## config.mk

```make
export PLATFORM = sky130hd
export DESIGN_NAME = lfsr_bank
export DESIGN_NICKNAME = d
export VERILOG_FILES = /design/src/rtl/lfsr_bank.sv
export SDC_FILE = /design/constraint.sdc
export NUM_CORES = 1
export LEC_CHECK = 0
export ABC_AREA = 0
export BUFFER_PORTS_ARGS = -buffer_cell sky130_fd_sc_hd__buf_2
export CORE_MARGIN = 3
export CORE_UTILIZATION = 35
export DETAILED_ROUTE_END_ITERATION = 10
export MAX_ROUTING_LAYER = met4
export RECOVER_POWER = 25
export SYNTH_ARGS = -nofsm -noshare
export SYNTH_HDL_FRONTEND = slang
export SYNTH_SLANG_ARGS = --single-unit
```

## constraint.sdc

```tcl
create_clock -name clk -period 16.5 [get_ports clk]
set_input_delay 0.825 -clock clk [delete_from_list [all_inputs] [get_ports clk]]
set_output_delay 0.825 -clock clk [all_outputs]
set_load 0.005 [all_outputs]
```

## src/rtl/lfsr_bank.sv

```systemverilog
// Bank of independent Fibonacci LFSR channels with per-channel reseeding,
// a sticky "returned to seed" flag and zero-state protection.
module lfsr_bank #(
    parameter int               WIDTH        = 16,
    parameter logic [WIDTH-1:0] TAPS         = 16'hB800,
    parameter int               CHANNELS     = 4,
    parameter int               STEPS        = 1,
    parameter logic [WIDTH-1:0] DEFAULT_SEED = 16'h0001,
    localparam int              LCW          = (CHANNELS > 1) ? $clog2(CHANNELS) : 1
) (
    input  logic                      clk,
    input  logic                      rst,
    input  logic                      en,
    input  logic                      load_valid,
    input  logic [LCW-1:0]            load_chan,
    input  logic [WIDTH-1:0]          load_seed,
    output logic                      load_ready,
    output logic [CHANNELS*WIDTH-1:0] state_out,
    output logic [CHANNELS-1:0]       wrapped,
    output logic                      zero_fix
);

    function automatic logic [WIDTH-1:0] shift_once(input logic [WIDTH-1:0] s);
        return {s[WIDTH-2:0], ^(s & TAPS)};
    endfunction

    function automatic logic [WIDTH-1:0] advance(input logic [WIDTH-1:0] s);
        logic [WIDTH-1:0] r;
        r = s;
        for (int k = 0; k < STEPS; k++) begin
            r = shift_once(r);
        end
        return r;
    endfunction

    // Reset seeds are staggered per channel so channels do not start in lockstep.
    function automatic logic [WIDTH-1:0] rotl(input logic [WIDTH-1:0] v, input int n);
        int m;
        m = n % WIDTH;
        if (m == 0) begin
            return v;
        end
        return (v << m) | (v >> (WIDTH - m));
    endfunction

    logic [WIDTH-1:0]    state_q [CHANNELS];
    logic [WIDTH-1:0]    state_d [CHANNELS];
    logic [WIDTH-1:0]    seed_q  [CHANNELS];
    logic [WIDTH-1:0]    seed_d  [CHANNELS];
    logic [WIDTH-1:0]    cnt_q   [CHANNELS];
    logic [WIDTH-1:0]    cnt_d   [CHANNELS];
    logic [CHANNELS-1:0] wrapped_q;
    logic [CHANNELS-1:0] wrapped_d;
    logic                zero_fix_q;
    logic                zero_fix_d;
    logic                load_ready_q;
    logic                load_ready_d;
    logic                load_accept;
    logic [WIDTH-1:0]    seed_eff;

    always_comb begin
        load_accept  = load_valid && load_ready_q;
        seed_eff     = (load_seed == '0) ? DEFAULT_SEED : load_seed;
        zero_fix_d   = load_accept && (load_seed == '0);
        load_ready_d = !load_accept;
        wrapped_d    = wrapped_q;
        for (int i = 0; i < CHANNELS; i++) begin
            state_d[i] = state_q[i];
            seed_d[i]  = seed_q[i];
            cnt_d[i]   = cnt_q[i];
            // A load of this channel takes priority over both zero recovery and advance.
            if (load_accept && (32'(load_chan) == i)) begin
                state_d[i]   = seed_eff;
                seed_d[i]    = seed_eff;
                cnt_d[i]     = '0;
                wrapped_d[i] = 1'b0;
            end else begin
                if (state_q[i] == '0) begin
                    state_d[i] = DEFAULT_SEED;
                    zero_fix_d = 1'b1;
                end else if (en) begin
                    state_d[i] = advance(state_q[i]);
                    cnt_d[i]   = cnt_q[i] + WIDTH'(STEPS);
                end
                wrapped_d[i] = wrapped_q[i] ||
                               ((state_d[i] == seed_d[i]) && (cnt_d[i] != '0));
            end
        end
    end

    always_ff @(posedge clk or posedge rst) begin
        if (rst) begin
            for (int i = 0; i < CHANNELS; i++) begin
                state_q[i] <= rotl(DEFAULT_SEED, i);
                seed_q[i]  <= rotl(DEFAULT_SEED, i);
                cnt_q[i]   <= '0;
            end
            wrapped_q    <= '0;
            zero_fix_q   <= 1'b0;
            load_ready_q <= 1'b1;
        end else begin
            for (int i = 0; i < CHANNELS; i++) begin
                state_q[i] <= state_d[i];
                seed_q[i]  <= seed_d[i];
                cnt_q[i]   <= cnt_d[i];
            end
            wrapped_q    <= wrapped_d;
            zero_fix_q   <= zero_fix_d;
            load_ready_q <= load_ready_d;
        end
    end

    for (genvar g = 0; g < CHANNELS; g++) begin : g_pack
        assign state_out[g*WIDTH +: WIDTH] = state_q[g];
    end

    assign wrapped    = wrapped_q;
    assign zero_fix   = zero_fix_q;
    assign load_ready = load_ready_q;

endmodule

```

### Word level (Yosys, flattened, before mapping)

Cells that the tools add are included.

| word-level totals | value |
|---|---|
| flip-flop bits (word level) | 198 |
| input bits | 22 |
| logic and storage cells | 100 |

| operators by class | value |
|---|---|
| add/sub/neg operators | 4 |
| eq/ne operators | 7 |
| mux-type cells | 45 |
| reductions and logical operators | 29 |

Operators by type and width:

| operator | count |
|---|---|
| 2-to-1 mux 16 bit | 33 |
| logical NOT 16 bit | 5 |
| adder 16 x 1 -> 16 bit, second input constant | 4 |
| equality test 16 bit | 4 |
| nonzero test 16 bit | 4 |
| XOR reduction 16 bit | 4 |
| 2-to-1 mux 1 bit | 12 |
| logical AND 1 bit | 10 |
| equality test 2 bit, second input constant | 2 |
| logical OR 1 bit | 4 |
| equality test 2 x 1 -> 1 bit, second input constant | 1 |
| logical NOT 2 bit | 1 |
| logical NOT 1 bit | 1 |

### Longest topological paths before layout

| depth | value |
|---|---|
| depth after elaboration | 10 |
| gate-level depth with buffers | 10 |

### Worst setup path after synthesis

Ideal clock, no wire load.

| timing path | value |
|---|---|
| kind | input to register |
| start point | in en |
| end point | reg wrapped_q[1] (netlist: wrapped[1]) |
| data arrival time | 2.556 ns |
| path slack | 13.820 ns |
| cell stages on the path | 5 |
| buffers on the path | 0 |
| cells stage by stage | nand4_1 or4b_1 a221o_1 or4b_1 o31a_1 |

| on the way | value |
|---|---|
| cells in the longest elaborated chain, start to end | 7 |
| elaborated cells on any way between the ends | 11 |

Ends and longest elaborated chain:

| what | line | RTL |
|---|---|---|
| start: declaration | 13 | `input logic en,` |
| 2-to-1 mux 16 bit | 81 | `end else if (en) begin` |
| 2-to-1 mux 16 bit | 78 | `if (state_q[i] == '0) begin` |
| 2-to-1 mux 16 bit | 72 | `if (load_accept && (32'(load_chan) == i)) begin` |
| equality test 16 bit / nonzero test 16 bit (equally long branches) | 86 | `((state_d[i] == seed_d[i]) && (cnt_d[i] != '0));` |
| logical AND 1 bit (*) | 86 |  |
| logical OR 1 bit (*) | 85 | `wrapped_d[i] = wrapped_q[i] \|\|` |
| 2-to-1 mux 1 bit (*) | 72 |  |
| via wrapped_d[1] | 53 | `logic [CHANNELS-1:0] wrapped_d;` |
| end signal: assignment | 107 | `wrapped_q <= wrapped_d;` |
| end: declaration | 52 | `logic [CHANNELS-1:0] wrapped_q;` |

The timed path passes the listed nets; every way through them passes the cells marked *. The select of a mux whose other input is x is not followed.
A chain may end at the register's enable or synchronous reset.

==> summary.md <==
| Metric | Value |
|---|---|
| Vias per std cell | 5.28 |
| Post-CTS Hold Buffers | 0 |
| Number of global-route vias before repair | 8,675 |
| Worst Hold Margin | 0.473 ns |
| Share of total power in combinational logic | 30.4% |
| Die width | 182 um |
| Failing checks | capacitance limit, slew limit |
| Core area | 0.0301 mm2 |
| Deepest clock path buffer count | 2 |
| Dominant cell type by area after synthesis | dfrtp_1 |
| Worst Path Buf+Inv | 3 |
| Critical Path End Type | async pin |
| Reg2Reg Depth | 8 |
| Netlist Area Pre-Place | 0.0109 mm2 |
| Routed WL | 29,100 um |
| Final min period | 4.79 ns |
| Most common cell after layout, fill and taps aside | nand2_1 |
| Worst Max-Slew Pin Slew | 5.65 ns |
| Global-route wire length before repair | 47,500 um |
| Startpoint Class | input port |
| Hold path cells | 2 |
| Worst Path Max Fanout | 125 |
| Post-Syn Nets | 1,221 |
| CP delay by family, top | buffers and inverters |
| Clk_lat worst skew | 0.44 ns |
| Average cell area after synthesis | 9.13 um2 |
| Syn Inst Count | 1,191 |
| Max Clock Freq | 209 MHz |
| Wire per inst | 17.6 um |
| R2R setup slack | 13.46 ns |
| CP cell instances | clkbuf_1 > clkinvlp_2 > buf_4 |
| CTS tree | yes |
| Worst Hold End | seed_q[18] |
| Non-Filler Instances | 1,657 |
| Fin nets | 1,280 |
| MaxCap Viol Count | 1 |
| Final Max Slew Viols | 126 |
| Leak | 5.61 nW |
| Sequential fraction of design power | 45.1% |
| DRC Markers | 0 |
| PwrDens | 140 mW/mm2 |
| Initial Util | 36.1% |
| Sw power | 0.633 mW |
| Clk sinks | 198 |
| Synth Flop Type | dfrtp_1 |
| Post-placement worst setup slack | 12.48 ns |
| Rows | 63 |
| Die height | 182 um |
| TritonRoute pass-1 iters | 5 |
| Critical Path Max Stage Delay | 3.11 ns |
| Total stage count of the critical path | 3 |
| Int Pwr | 1.08 mW |
| Post-CTS Setup Inserts | 0 |
| Post-CTS Resized | 0 |
| EDFF count, synth | 0 |
| Worst path slowest cell | clkinvlp_2 |
| Clock power frac | 24.5% |
| GR Util All Layers | 18.3% |
| Clock Root Buffer | clkbuf_16 |
| Critical path required time | 16.93 ns |
| RSZ-0062 raised after global routing | false |
| Post-route ant nets | 0 |
| H-Tree Depth | 4 |
| Vias post-DR | 8,754 |
| GRT overflow | 0 |
| Arrival time at the worst endpoint | 5.22 ns |
| Post-Route Skew | 0.0140 ns |
| Tightest Hold Check Type | flip-flop to flip-flop |
| Status | complete, but fails checks |
| Crit Reg-Reg Startpoint | state_out[13] |
| Post-synth top area share | 43.5% |
| Worst r2r dst | wrapped[0] |
| Worst Path Class, Setup | input port to async pin |
| Hold Violations, Final | 0 |
| Yosys warning count | 0 |
| Share of cells above drive strength 1 | 12.2% |
| Clock transition at path regs | 0.07 ns |
| Period utilization | 29.0% |
| Initial antenna violation count | 4 |
| Setup violators final | 0 |
| PortBufs | 91 |
| TritonCTS Buffers | 17 |
| Area Overhead vs Synth | 12.6% |
| Worst vdd ir | 0.0666 mV |
| Full die area | 0.0332 mm2 |
| Largest net degree at the start of global routing | 126 |
| Placed Cells | 1,621 |
| Asr flop ratio synth | 100% |
| Sequential fraction of the synthesis area | 45.7% |
| Sw Share | 36.9% |
| IO Pins | 92 |
| GP Congestion | 0.831 |
| FF+latch count, synth | 198 |
| Detailed Place HPWL | 19,900 um |
| Setup_tns | 0 ns |
| Final WS setup | 11.71 ns |
| DR iter-0 viols | 528 |
| Rel. slew slack | -279% |
| Synth cell types | 62 |
| Leading post-synthesis cells by cell area | dfrtp_1, nand2_1, mux2i_1 |
| Most frequent cells in the layout | nand2_1, dfrtp_1, nor2_1, buf_2, xnor2_1 |
| Hold Crit Start | seed_q[18] |
[synthesized netlist by cell type, drive strengths merged, types with 4 or more instances]
master   instances
a211o            4
a21oi           49
a22oi            5
a31oi            4
a41oi            6
and2             7
and3            21
and4             8
buf             16
clkbuf          45
dfrtp          189
dfstp            9
ha               8
inv             12
mux2i           73
nand2          241
nand3           28
nand4           32
nor2           111
nor3            27
nor3b            5
nor4            21
nor4b            8
o2111ai          4
o211ai           6
o21a             7
o21ai           40
o31ai            6
or3             14
or4              4
xnor2           80
xor2            60
[metal layers]
layer | wire, um | global-route usage, %
met3 | 1110 | 2.89
met5 | 0 | -
met2 | 13400 | 28.4
met1 | 14100 | 25.2
met4 | 446 | 4.91
[logic make-up after synthesis]
group | share of synthesized area, %
AOI/OAI and AO/OA | 9.23
xor gates and xnor gates | 11.5
adders and majority gates | 0.920
buffers and inverters | 2.71
DFF | 45.7
muxes | 6.72
and+or+nand+nor | 23.3
[sequential cells by signal (all words and copies together) (netlist names)]
signal,flops
zero_fix,1
wrapped,4
seed_q,64
load_ready,1
state_out,64
cnt_q,64
[power groups by stage]
stage               Sequential, mW  Clock [mW]  Combinational [mW]
CTS                          0.773       0.432               0.527
finish                       0.773       0.420               0.520
global route                 0.795       0.452               0.588
detailed placement           0.781           0               0.523
global placement             0.782           0               0.513
floorplan                    0.734           0               0.367
[stage by stage]
step | power, mW | utilization (%) | area (um2)
3_3_place_gp | 1.29 | 38.8 | 11700
6_report | 1.71 | 40.7 | 12200
5_1_grt | 1.83 | 40.7 | 12200
4_1_cts | 1.73 | 40.7 | 12200
3_5_place_dp | 1.30 | 38.8 | 11700
2_1_floorplan | 1.10 | - | 10900
[cell type report]
cell class              instances  area, um2
diodes                          4       10.0
clock buffers                  19        443
clock inverters                13        134
fillers                      3064      17900
inverters                      12       46.3
multi-input cells             920       5630
flip-flops and latches        198       4970
well taps                     390        488
repair buffers                101        532
[worst max path at each step]
stage	to	slack [ns]	from
global route	seed_q[54]	10.70	rst
finish	seed_q[54]	11.71	rst
floorplan	cnt_q[0]	10.29	rst
detailed placement	wrapped[2]	12.48	en
global placement	wrapped[2]	12.54	en
CTS	wrapped[2]	12.96	en
[worst register-to-register path, cell delays in order, from the launching register on]
cell and delay (ns):
dfrtp_1 0.43, inv_1 0.08, ha_1 0.15, nor4b_1 0.46, a41oi_1 0.56, and3_1 0.43, or3_1 0.30, and3_1 0.16
o41a_1 0.35
No activity file was read; power rests on OpenSTA's default activity.
